**src/rtl/mesi_pkg.sv**
```systemverilog
// Shared types for the MESI set-associative controller.
// Line states, bus ops, snoop results, trace codes and width helper.
package mesi_pkg;

  typedef enum logic [1:0] {
    ST_E = 2'b00,
    ST_M = 2'b01,
    ST_S = 2'b10,
    ST_I = 2'b11
  } states_t;

  typedef enum logic [2:0] {
    BUS_NONE  = 3'd0,
    BUS_READ  = 3'd1,
    BUS_WRITE = 3'd2,
    BUS_INVAL = 3'd3,
    BUS_RWIM  = 3'd4
  } busop_t;

  typedef enum logic [1:0] {
    SNP_NOHIT = 2'd0,
    SNP_HIT   = 2'd1,
    SNP_HITM  = 2'd2
  } snoop_t;

  typedef enum logic {
    FSM_IDLE,
    FSM_CLEAR
  } fsm_t;

  localparam logic [3:0] CMD_RD      = 4'd0;
  localparam logic [3:0] CMD_WR      = 4'd1;
  localparam logic [3:0] CMD_IFETCH  = 4'd2;
  localparam logic [3:0] CMD_SNP_INV = 4'd3;
  localparam logic [3:0] CMD_SNP_RD  = 4'd4;
  localparam logic [3:0] CMD_SNP_WR  = 4'd5;
  localparam logic [3:0] CMD_SNP_RFO = 4'd6;
  localparam logic [3:0] CMD_CLEAR   = 4'd8;
  localparam logic [3:0] CMD_PRINT   = 4'd9;

  function automatic int clog2_min1(input int n);
    return (n <= 2) ? 1 : $clog2(n);
  endfunction

endpackage

```
**src/rtl/mesi_set_assoc_ctrl_plru.sv**
```systemverilog
// Tree pseudo-LRU: victim walk and touch update for one set.
// Bit 0 at a node points the victim to the left subtree.
module plru_tree
  import mesi_pkg::*;
#(
  parameter int NUM_WAYS = 4,
  localparam int WAY_W = clog2_min1(NUM_WAYS)
) (
  input  logic [NUM_WAYS-2:0] bits,
  input  logic [WAY_W-1:0]    touch,
  output logic [WAY_W-1:0]    victim,
  output logic [NUM_WAYS-2:0] next_bits
);

  localparam int NODE_W = WAY_W + 1;

  logic [2*NUM_WAYS-1:0] tree;
  logic [NODE_W-1:0]     vnode;
  logic [NODE_W-1:0]     unode;

  always_comb begin
    tree  = {{(NUM_WAYS+1){1'b0}}, bits};
    vnode = '0;
    for (int l = 0; l < WAY_W; l++)
      vnode = (vnode << 1) + NODE_W'(1)
            + NODE_W'(tree[vnode]);
    victim = WAY_W'(vnode - NODE_W'(NUM_WAYS - 1));
  end

  // Each node on the path turns away from the touched way.
  always_comb begin
    next_bits = bits;
    unode     = '0;
    for (int l = 0; l < WAY_W; l++) begin
      for (int i = 0; i < NUM_WAYS - 1; i++)
        if (unode == NODE_W'(i))
          next_bits[i] = ~touch[WAY_W-1-l];
      unode = (unode << 1) + NODE_W'(1)
            + NODE_W'(touch[WAY_W-1-l]);
    end
  end

endmodule

```
**src/rtl/mesi_set_assoc_ctrl.sv**
```systemverilog
// MESI state/tag array with tree PLRU, clear sweep
// and a registered single-cycle response stage.
module mesi_set_assoc_ctrl
  import mesi_pkg::*;
#(
  parameter int ADDR_W     = 32,
  parameter int NUM_SETS   = 16,
  parameter int NUM_WAYS   = 4,
  parameter int LINE_BYTES = 64
) (
  input  logic              clk,
  input  logic              rst,
  input  logic              req_valid,
  output logic              req_ready,
  input  logic [3:0]        req_n,
  input  logic [ADDR_W-1:0] req_addr,
  input  logic [1:0]        snoop_in,
  output logic              resp_valid,
  output logic              resp_hit,
  output logic [1:0]        resp_state,
  output logic [2:0]        busop,
  output logic [ADDR_W-1:0] bus_addr,
  output logic              wb_valid,
  output logic [ADDR_W-1:0] wb_addr,
  output logic [1:0]        snoop_out,
  output logic              resp_err
);

  localparam int OFF_W = clog2_min1(LINE_BYTES);
  localparam int IDX_W = clog2_min1(NUM_SETS);
  localparam int WAY_W = clog2_min1(NUM_WAYS);
  localparam int TAG_W = ADDR_W - OFF_W - IDX_W;

  logic [TAG_W-1:0]    tags [NUM_SETS][NUM_WAYS];
  states_t             st   [NUM_SETS][NUM_WAYS];
  logic [NUM_WAYS-2:0] plru [NUM_SETS];
  fsm_t                fsm;
  logic [IDX_W-1:0]    clr_set;

  logic [IDX_W-1:0]    idx;
  logic [TAG_W-1:0]    tag;
  logic [ADDR_W-1:0]   line_addr;
  logic [ADDR_W-1:0]   vic_addr;
  logic [NUM_WAYS-1:0] match;
  logic                hit;
  logic                has_inv;
  logic                accept;
  logic [WAY_W-1:0]    hit_way;
  logic [WAY_W-1:0]    inv_way;
  logic [WAY_W-1:0]    lru_way;
  logic [WAY_W-1:0]    vic_way;
  logic [WAY_W-1:0]    way_sel;
  logic [NUM_WAYS-2:0] plru_nxt;
  states_t             cur;
  states_t             vic_st;
  states_t             n_state;
  busop_t              n_bus;
  snoop_t              n_snp;
  snoop_t              snp;
  logic                n_hit;
  logic                n_wb;
  logic                n_err;
  logic                wr_state;
  logic                wr_tag;
  logic                touch;
  logic                unused_off;

  assign idx        = req_addr[OFF_W +: IDX_W];
  assign tag        = req_addr[ADDR_W-1 -: TAG_W];
  assign unused_off = ^req_addr[OFF_W-1:0];
  assign snp        = snoop_t'(snoop_in);
  assign accept     = (fsm == FSM_IDLE) && req_valid && req_ready;
  assign line_addr  = {req_addr[ADDR_W-1:OFF_W], OFF_W'(0)};

  // Invalid lines never match, so stale tags are harmless.
  always_comb begin
    match   = '0;
    hit_way = '0;
    inv_way = '0;
    has_inv = 1'b0;
    for (int w = NUM_WAYS - 1; w >= 0; w--) begin
      if (st[idx][w] != ST_I && tags[idx][w] == tag) begin
        match[w] = 1'b1;
        hit_way  = WAY_W'(w);
      end
      if (st[idx][w] == ST_I) begin
        has_inv = 1'b1;
        inv_way = WAY_W'(w);
      end
    end
    hit = |match;
  end

  plru_tree #(.NUM_WAYS(NUM_WAYS)) u_plru (
    .bits      (plru[idx]),
    .touch     (way_sel),
    .victim    (lru_way),
    .next_bits (plru_nxt)
  );

  assign vic_way  = has_inv ? inv_way : lru_way;
  assign cur      = st[idx][hit_way];
  assign vic_st   = st[idx][vic_way];
  assign vic_addr = {tags[idx][vic_way], idx, OFF_W'(0)};

  always_comb begin
    n_state  = ST_I;
    n_hit    = 1'b0;
    n_bus    = BUS_NONE;
    n_snp    = SNP_NOHIT;
    n_wb     = 1'b0;
    n_err    = 1'b0;
    way_sel  = hit_way;
    wr_state = 1'b0;
    wr_tag   = 1'b0;
    touch    = 1'b0;
    unique case (1'b1)
      (req_n == CMD_RD || req_n == CMD_IFETCH): begin
        n_hit    = hit;
        wr_state = 1'b1;
        touch    = 1'b1;
        n_state  = cur;
        if (!hit) begin
          way_sel = vic_way;
          wr_tag  = 1'b1;
          n_wb    = (vic_st == ST_M);
          n_bus   = BUS_READ;
          n_state = (snp == SNP_HIT || snp == SNP_HITM)
                  ? ST_S : ST_E;
        end
      end
      (req_n == CMD_WR): begin
        n_hit    = hit;
        wr_state = 1'b1;
        touch    = 1'b1;
        n_state  = ST_M;
        if (hit) begin
          n_bus = (cur == ST_S) ? BUS_INVAL : BUS_NONE;
        end else begin
          way_sel = vic_way;
          wr_tag  = 1'b1;
          n_wb    = (vic_st == ST_M);
          n_bus   = BUS_RWIM;
        end
      end
      (req_n inside {CMD_SNP_INV, CMD_SNP_RD,
                     CMD_SNP_WR, CMD_SNP_RFO}): begin
        n_hit = hit;
        if (hit) begin
          wr_state = 1'b1;
          n_state  = cur;
          n_snp    = (cur == ST_M) ? SNP_HITM : SNP_HIT;
          if (req_n == CMD_SNP_RD)
            n_state = ST_S;
          else if (req_n != CMD_SNP_WR)
            n_state = ST_I;
          if (cur == ST_M && req_n != CMD_SNP_WR)
            n_bus = BUS_WRITE;
        end
      end
      (req_n == CMD_PRINT): begin
        n_hit   = hit;
        n_state = hit ? cur : ST_I;
      end
      (req_n == CMD_CLEAR): begin
        n_err = 1'b0;
      end
      default: begin
        n_err = 1'b1;
      end
    endcase
  end

  always_ff @(posedge clk or negedge rst) begin
    if (!rst) begin
      fsm        <= FSM_IDLE;
      clr_set    <= '0;
      req_ready  <= 1'b0;
      resp_valid <= 1'b0;
      resp_hit   <= 1'b0;
      resp_state <= 2'b00;
      busop      <= 3'd0;
      bus_addr   <= '0;
      wb_valid   <= 1'b0;
      wb_addr    <= '0;
      snoop_out  <= 2'd0;
      resp_err   <= 1'b0;
      for (int s = 0; s < NUM_SETS; s++) begin
        plru[s] <= '0;
        for (int w = 0; w < NUM_WAYS; w++) begin
          tags[s][w] <= '0;
          st[s][w]   <= ST_I;
        end
      end
    end else begin
      resp_valid <= 1'b0;
      resp_hit   <= 1'b0;
      resp_state <= 2'b00;
      busop      <= 3'd0;
      bus_addr   <= '0;
      wb_valid   <= 1'b0;
      wb_addr    <= '0;
      snoop_out  <= 2'd0;
      resp_err   <= 1'b0;
      unique case (fsm)
        FSM_IDLE: begin
          req_ready <= 1'b1;
          if (accept && req_n == CMD_CLEAR) begin
            fsm       <= FSM_CLEAR;
            req_ready <= 1'b0;
            clr_set   <= '0;
          end else if (accept) begin
            resp_valid <= 1'b1;
            resp_hit   <= n_hit;
            resp_state <= n_state;
            busop      <= n_bus;
            bus_addr   <= (n_bus != BUS_NONE) ? line_addr : '0;
            wb_valid   <= n_wb;
            wb_addr    <= n_wb ? vic_addr : '0;
            snoop_out  <= n_snp;
            resp_err   <= n_err;
            if (wr_state) st[idx][way_sel] <= n_state;
            if (wr_tag) tags[idx][way_sel] <= tag;
            if (touch) plru[idx] <= plru_nxt;
          end
        end
        FSM_CLEAR: begin
          for (int w = 0; w < NUM_WAYS; w++)
            st[clr_set][w] <= ST_I;
          plru[clr_set] <= '0;
          clr_set       <= clr_set + 1'b1;
          if (clr_set == IDX_W'(NUM_SETS - 1)) begin
            fsm        <= FSM_IDLE;
            req_ready  <= 1'b1;
            resp_valid <= 1'b1;
            resp_state <= ST_I;
          end
        end
        default: fsm <= FSM_IDLE;
      endcase
    end
  end

  a_one_way: assert property (@(posedge clk) disable iff (!rst)
    accept |-> $onehot0(match));

endmodule
```
**config.mk**
```make
export PLATFORM = sky130hd
export DESIGN_NAME = mesi_set_assoc_ctrl
export DESIGN_NICKNAME = d
export VERILOG_FILES = /design/src/rtl/mesi_pkg.sv /design/src/rtl/mesi_set_assoc_ctrl_plru.sv /design/src/rtl/mesi_set_assoc_ctrl.sv
export SDC_FILE = /design/constraint.sdc
export NUM_CORES = 2
export LEC_CHECK = 0
export CAP_MARGIN = 15
export CORE_UTILIZATION = 63
export DETAILED_ROUTE_END_ITERATION = 6
export HOLD_SLACK_MARGIN = 0.03
export PLACE_DENSITY = 0.85
export SLEW_MARGIN = 15
export SYNTH_ARGS = -nofsm -noshare
export SYNTH_HDL_FRONTEND = slang
export SYNTH_SLANG_ARGS = --single-unit
```
**constraint.sdc**
```tcl
create_clock -name clk -period 5.36 [get_ports clk]
set_input_delay 1.072 -clock clk [delete_from_list [all_inputs] [get_ports clk]]
set_output_delay 1.072 -clock clk [all_outputs]
set_load 0.05 [all_outputs]
```
Yosys cells after proc, flatten, opt, wreduce, memory -nomap -nowiden
Index checks and enable logic that the tools add are counted.

Register bits after elaboration: 1665. Latch bits: 0. Bits in writable memories: 0. Memory bits (read-only): 0. Input bits: 41. Word-level logic and storage cells: 382. Memories kept: 0.

Add/sub/neg operators: 6. $mul: 0. Divide/modulo/power cells: 0. Magnitude comparators: 9. Eq/ne operators: 35. Shifts and indexed selects: 0. Multiplexer cells: 137. Bitwise logic cells: 15. Reductions and logical operators: 24.

Operators with widths (number): 1408-bit bitwise mux (1); 128-bit OR (4); 128-bit 2-to-1 mux (3); 88-bit binary-select mux with 4-bit select (1); 88-bit demux with 4-bit select (1); 88-bit 2-to-1 mux (3); 32-bit 2-to-1 mux (8); 128-bit case mux with 2 select lines (1); 8-bit demux with 4-bit select (5); 48-bit 2-to-1 mux (3); 128-bit bitwise mux (1); 48-bit case mux with 2 select lines (1); 22-bit equality test (4); 2-bit 2-to-1 mux (35); 22-bit 2-to-1 mux (3); 48-bit bitwise AND (1); 48-bit bitwise mux (1); 48-bit NOT (1); 22-bit binary-select mux with 2-bit select (1); 22-bit demux with 2-bit select (1); 1-bit 2-to-1 mux (37); 8-bit binary-select mux with 4-bit select (1); 8-bit 2-to-1 mux (4); 3-bit demux with 4-bit select (2); other kinds (47) (103).

Longest topological paths before layout
Word-level depth: 24. Gate-level depth with buffers: 22. Depth with buffers taken out: 11.

By module
Synthesis repeated with hierarchy kept, for this count alone.

Cell total of the unflattened synthesis: 6019. Area, all modules: 81806.0 um^2.

Modules (own cells, without submodules): mesi_set_assoc_ctrl (times used 1, cells an instance 6012, area each 81754.7 um^2, seq. area each 41524.8 um^2); plru_tree (times used 1, cells an instance 7, area each 51.3 um^2, seq. area each 0.0 um^2).

Worst setup path before layout
OpenSTA, ideal clock, no wires.

Path type: input to register. Start point: in req_addr[6]. End point: reg tags[837] (netlist bit). Arrival time: 5.231 ns. Setup slack: 0.005 ns. Stages: 19. Cells stage by stage: buf_6 buf_8 buf_8 buf_4 buf_2 mux4_2 mux2i_1 xnor2_1 nand3_1 nor4_1 o2111ai_1 or4_1 buf_2 o31ai_1 nand4_1 buf_6 nor2_4 buf_6 mux2_2.

Longest elaborated chain between the ends: 20. Elaborated cells between the ends (all ways): 67. Those cells by class: add/sub (4); order compare (4); eq/ne (12); mux (37); bitwise (2); reduce/logical (8).

RTL lines: start: declaration (line mesi_set_assoc_ctrl.sv:16) `input logic [ADDR_W-1:0] req_addr,`; 4-bit NOT with 5-bit output (not written as such) (*); 3-bit binary-select mux with 4-bit select, or another cell as far along (line mesi_set_assoc_ctrl.sv:95) `.bits (plru[idx]),`; 3-bit 2-to-1 mux (not written as such), or another cell as far along (2 in series) (line mesi_set_assoc_ctrl.sv:95); 1-bit by 1-bit adder with 2-bit output, or another cell as far along (line mesi_set_assoc_ctrl_plru.sv:26) `+ NODE_W'(tree[vnode]);`; 1-bit binary-select mux with 3-bit select, or another cell as far along (line mesi_set_assoc_ctrl_plru.sv:26); 1-bit 2-to-1 mux (not written as such), or another cell as far along (line mesi_set_assoc_ctrl_plru.sv:26); 2-bit by 1-bit adder with 2-bit output, or another cell as far along (line mesi_set_assoc_ctrl_plru.sv:26); 2-bit subtractor, or another cell as far along (line mesi_set_assoc_ctrl_plru.sv:27) `victim = WAY_W'(vnode - NODE_W'(NUM_WAYS - 1));`; (+3 left out); 2-bit NOT with 3-bit output (not written as such) (line mesi_set_assoc_ctrl.sv:223) `if (wr_tag) tags[idx][way_sel] <= tag;`; 3-bit >= comparator (not written as such) / 3-bit by 1-bit < comparator with 1-bit output (equally long branches) (line mesi_set_assoc_ctrl.sv:223); 1-bit logical AND (not written as such) (line mesi_set_assoc_ctrl.sv:223); 22-bit 2-to-1 mux (not written as such) (line mesi_set_assoc_ctrl.sv:223); 22-bit demux with 2-bit select (line mesi_set_assoc_ctrl.sv:223); 88-bit 2-to-1 mux (not written as such) (line mesi_set_assoc_ctrl.sv:223); 88-bit demux with 4-bit select (line mesi_set_assoc_ctrl.sv:223); 1408-bit bitwise mux (line mesi_set_assoc_ctrl.sv:223); end signal: indexed assignment (line mesi_set_assoc_ctrl.sv:223); end: declaration (line mesi_set_assoc_ctrl.sv:34) `logic [TAG_W-1:0] tags [NUM_SETS][NUM_WAYS];`.

Mark *: on every way between the ends. The rest lies on a longest branch, timed or not. The select of a mux whose other input is x is not followed. A chain may end at the register's enable or synchronous reset.

Worst setup path in the final report
Start point: in req_addr[6]. End point: reg tags[178] (netlist bit).

Same word-level chain as after synthesis.

==> results by group <==
Clocking
  – Max Root-Sink Buffers: 3
  – CTS clk-pin slew, worst paths: around 60 ps
  – Clk_lat worst skew: 830 ps
  – PostCTS Resize Cnt: 0
  – H-tree Lvls: 4
  – CTS buffer count: ~170
  – Clock Root Buffer: clkbuf_16
  – CTS tree: done
  – Post-CTS setup buffers: 0
  – # hold bufs at CTS: 0
  – Clk sinks: 1653

GRT
  – GRT Total Usage: 0.412
  – Initial antenna violation count: 11
  – Remaining global-route overflow: 0
  – Vias in the first global route: 60.4k
  – Largest net degree at the start of global routing: 181
  – First-pass GRT wire length: 394 mm

Detailed routing
  – DRT Pass-1 Iters: 7
  – Routed WL: 266 mm
  – Residual DRC: 5
  – DR vias/cell: around 7.1
  – DRT iter0 DRCs: 7255
  – DRT antenna net count: 0
  – Drt wl/cell: 32.6 um
  – Vias after detailed routing: 57.9k

Power
  – Seq pwr share: 0.442
  – P per Cell Area: 323 mW/mm^2
  – Maximum VDD drop: 328 uV
  – Leakage: 45.2 nW
  – Switching pwr: 8.60 mW
  – Clock power share: 0.396
  – Net Sw Frac: 0.281
  – Comb power frac: 0.162
  – Internal: 22.0 mW

Synthesis
  – FF+latch count, synth: 1653
  – Post-synth top area share: 0.471
  – Post-synth top area cell: dfrtp_1
  – Commonest cells post-synth: dfrtp_1 (1525), mux2_2 (1228), mux4_2 (372), clkbuf_1 (284), nand2_1 (270)
  – Cell Area, Synth: 0.0811 mm^2
  – Most numerous cell in the Yosys netlist: dfrtp_1
  – Average footprint of a synthesized cell: 13.9 um^2
  – Synth area leaders: dfrtp_1 (47%), mux2_2 (17%), mux4_2 (10%), dfstp_2 (4.1%), mux2_1 (3.3%)
  – Top_reg_cell synth: dfrtp_1
  – Unique masters post-synth: 91
  – Post-synth EDFFs: 0
  – Yosys warning count: 0
  – Ys async rst share: 1.00
  – Sequential-to-total area share from yosys stat: 0.512
  – Post-Syn Instances: approximately 5.8k

Placement
  – Port Buffers: around 100
  – GPL Wtd Cong: 1.02
  – Dpl hpwl: approximately 170 mm
  – Placed inst area: 0.0889 mm^2

Layout
  – Area of the multi-input gates: 0.0367 mm^2
  – Filler cells: 7239
  – Fin util: 0.742
  – Layout area overhead: 16.8%
  – Layout Nets: 6389
  – Finished Cell Area: ~0.095 mm^2
  – Reg area: roughly 0.042 mm^2
  – Layout cells sized above 1: 0.445

Setup path
  – Type of origin of the critical path: primary input
  – Worst reg2reg startpoint: tags[79]
  – Crit-path max FO: 22
  – Critical Path, Cell by Cell: buf_8 -> buf_12 -> buf_12 -> mux4_2 -> mux2i_1 -> buf_4 -> xnor2_1 -> nor4_1 -> buf_4 -> a31oi_1 -> a2111oi_2 -> buf_4 -> or4b_1 -> buf_4 -> nand4_2 -> nor3_2 -> buf_12 -> nand2_1 -> buf_4 -> mux2_1
  – CP endpoint kind: flop
  – WS Path Type: primary input to flop
  – CP Data Required Time: 6040 ps
  – CP startpoint: req_addr[6]
  – Most common cell on crit path: buf_4
  – Slowest stage delay, CP: 530 ps
  – Slowest stage cell, crit path: mux4_2
  – Arr. time, crit path: 5980 ps

Die
  – Die X: 361 um
  – Initial Util: 0.635
  – Row Count: 131
  – Num ports: between 100 and 150
  – Core area: 0.128 mm^2
  – Chip height: roughly 360 um
  – Die area: 0.130 mm^2

Run
  – Max-cap violations: 0

Timing
  – Fin. Hold Viols: 0
  – RSZ-0062 raised after global routing: no
  – Fmax: 189 MHz
  – Worst Tran Pin Value: 1080 ps
  – Clk_skew: roughly 43 ps
  – Post-route clock period utilization: 0.988
  – Final setup fails: 0
  – Hold Slack: 282 ps
  – Pins Over Slew Limit: 0
  – Slew headroom: 0.281
  – Post-Route Setup TNS: 0 ps
  – Tmin final: ~5300 ps

Status
  – Status: finished, violations left
  – Failing checks: DRC

Worst hold path
  – Worst Hold Class: primary input to asynchronous set/reset pin
-- worst paths after layout --
kind	slack [ps]	cells after the start	end
max	60	20	tags[178]
min	280	1	tags[1389]
max reg2reg	360	13	tags[178]
min reg2reg	460	2	st[124]
max in group asynchronous	3460	2	tags[1281]
min in group clk	460	2	st[124]
-- final cells by class --
cell class              count  area share
diodes                      4    0.000106
clock buffers             259      0.0531
clock inverters            46     0.00720
inverters                  34     0.00143
multi-input cells        3591       0.388
flip-flops and latches   1653       0.439
well taps                1662      0.0220
repair buffers            898      0.0901
-- cells by family (layout without fill, tap and decap cells) --
family                   count (synthesis)  count (layout)  synth area share
multiplexers                          2108            2108             0.340
adder cells (fa/ha/maj)                  4               4          0.000617
AND/OR/NAND/NOR                        710             710            0.0413
flip-flops                            1653            1653             0.512
AO/OA/AOI/OAI                          639             639            0.0555
XOR/XNOR                               118             118            0.0127
other                                    1              16         0.0000463
buffers and inverters                  616            1237            0.0374
-- critical path: cells and delay by family --
| family | cells | cell delay [ps] |
|---|---|---|
| mux | 3 | 1110 |
| buf+inv | 9 | 1990 |
| xor+xnor | 1 | 90 |
| simple gates | 5 | 1090 |
| compound gates | 2 | 530 |
-- power by group through the flow --
| stage | clock (mW) | sequential (mW) | combinational, mW |
|---|---|---|---|
| 2_1_floorplan | 0 | 13.7 | 2.73 |
| 3_5_place_dp | 0 | 13.7 | 4.71 |
| 5_1_grt | 12.7 | 13.6 | 5.18 |
| 6_report | 12.1 | 13.5 | 4.95 |
| 4_1_cts | 12.2 | 13.5 | 4.79 |
| 3_3_place_gp | 0 | 13.7 | 4.57 |
-- sequential cells by signal (all words and copies together) (netlist names) --
register    cells
bus_addr       26
resp_hit        1
plru           48
req_ready       1
tags         1408
clr_set         4
resp_valid      1
st            128
resp_state      2
resp_err        1
wb_valid        1
busop           3
snoop_out       2
wb_addr        26
fsm             1
-- per-layer routing --
layer,global-route usage,vias up,wire (um),part of all wire
li1,-,22684,-,-
met3,0.135,1219,33400,0.13
met5,0,-,38,0.00014
met4,0.289,6,21900,0.083
met2,0.600,4192,117000,0.44
met1,0.522,29823,93200,0.35
-- through the flow --
stage / worst slack [ps] / total power, mW / std cells
2_1_floorplan: 4.81 / 16.4 / 5860
3_3_place_gp: -651 / 18.2 / 7838
3_5_place_dp: -712 / 18.4 / 7838
4_1_cts: 67.1 / 30.5 / 8143
5_1_grt: 18.1 / 31.4 / 8143
6_report: 62.7 / 30.6 / 8147
-- cells in the final DEF (no fill, tap or decap), types with 18 or more instances in the layout --
master	count
a21oi_1	114
o21ai_0	84
xnor2_1	81
inv_1	24
mux2i_1	265
mux4_2	372
a2bb2oi_1	26
and3_1	25
nor2_1	166
buf_12	127
a22oi_1	70
nor2b_1	20
a31oi_1	44
o32a_1	20
nand2_1	270
o22ai_1	32
nand3_1	51
a211oi_1	75
dfrtp_1	1524
o21a_1	20
mux2_2	1228
clkbuf_1	44
clkinv_2	18
clkbuf_16	169
mux2_1	240
dfstp_2	128
buf_2	22
clkdlybuf4s50_1	71
clkbuf_8	47
nor3_1	53
xor2_1	37
buf_4	668
Note: power is estimated with default switching activity, not from simulation.
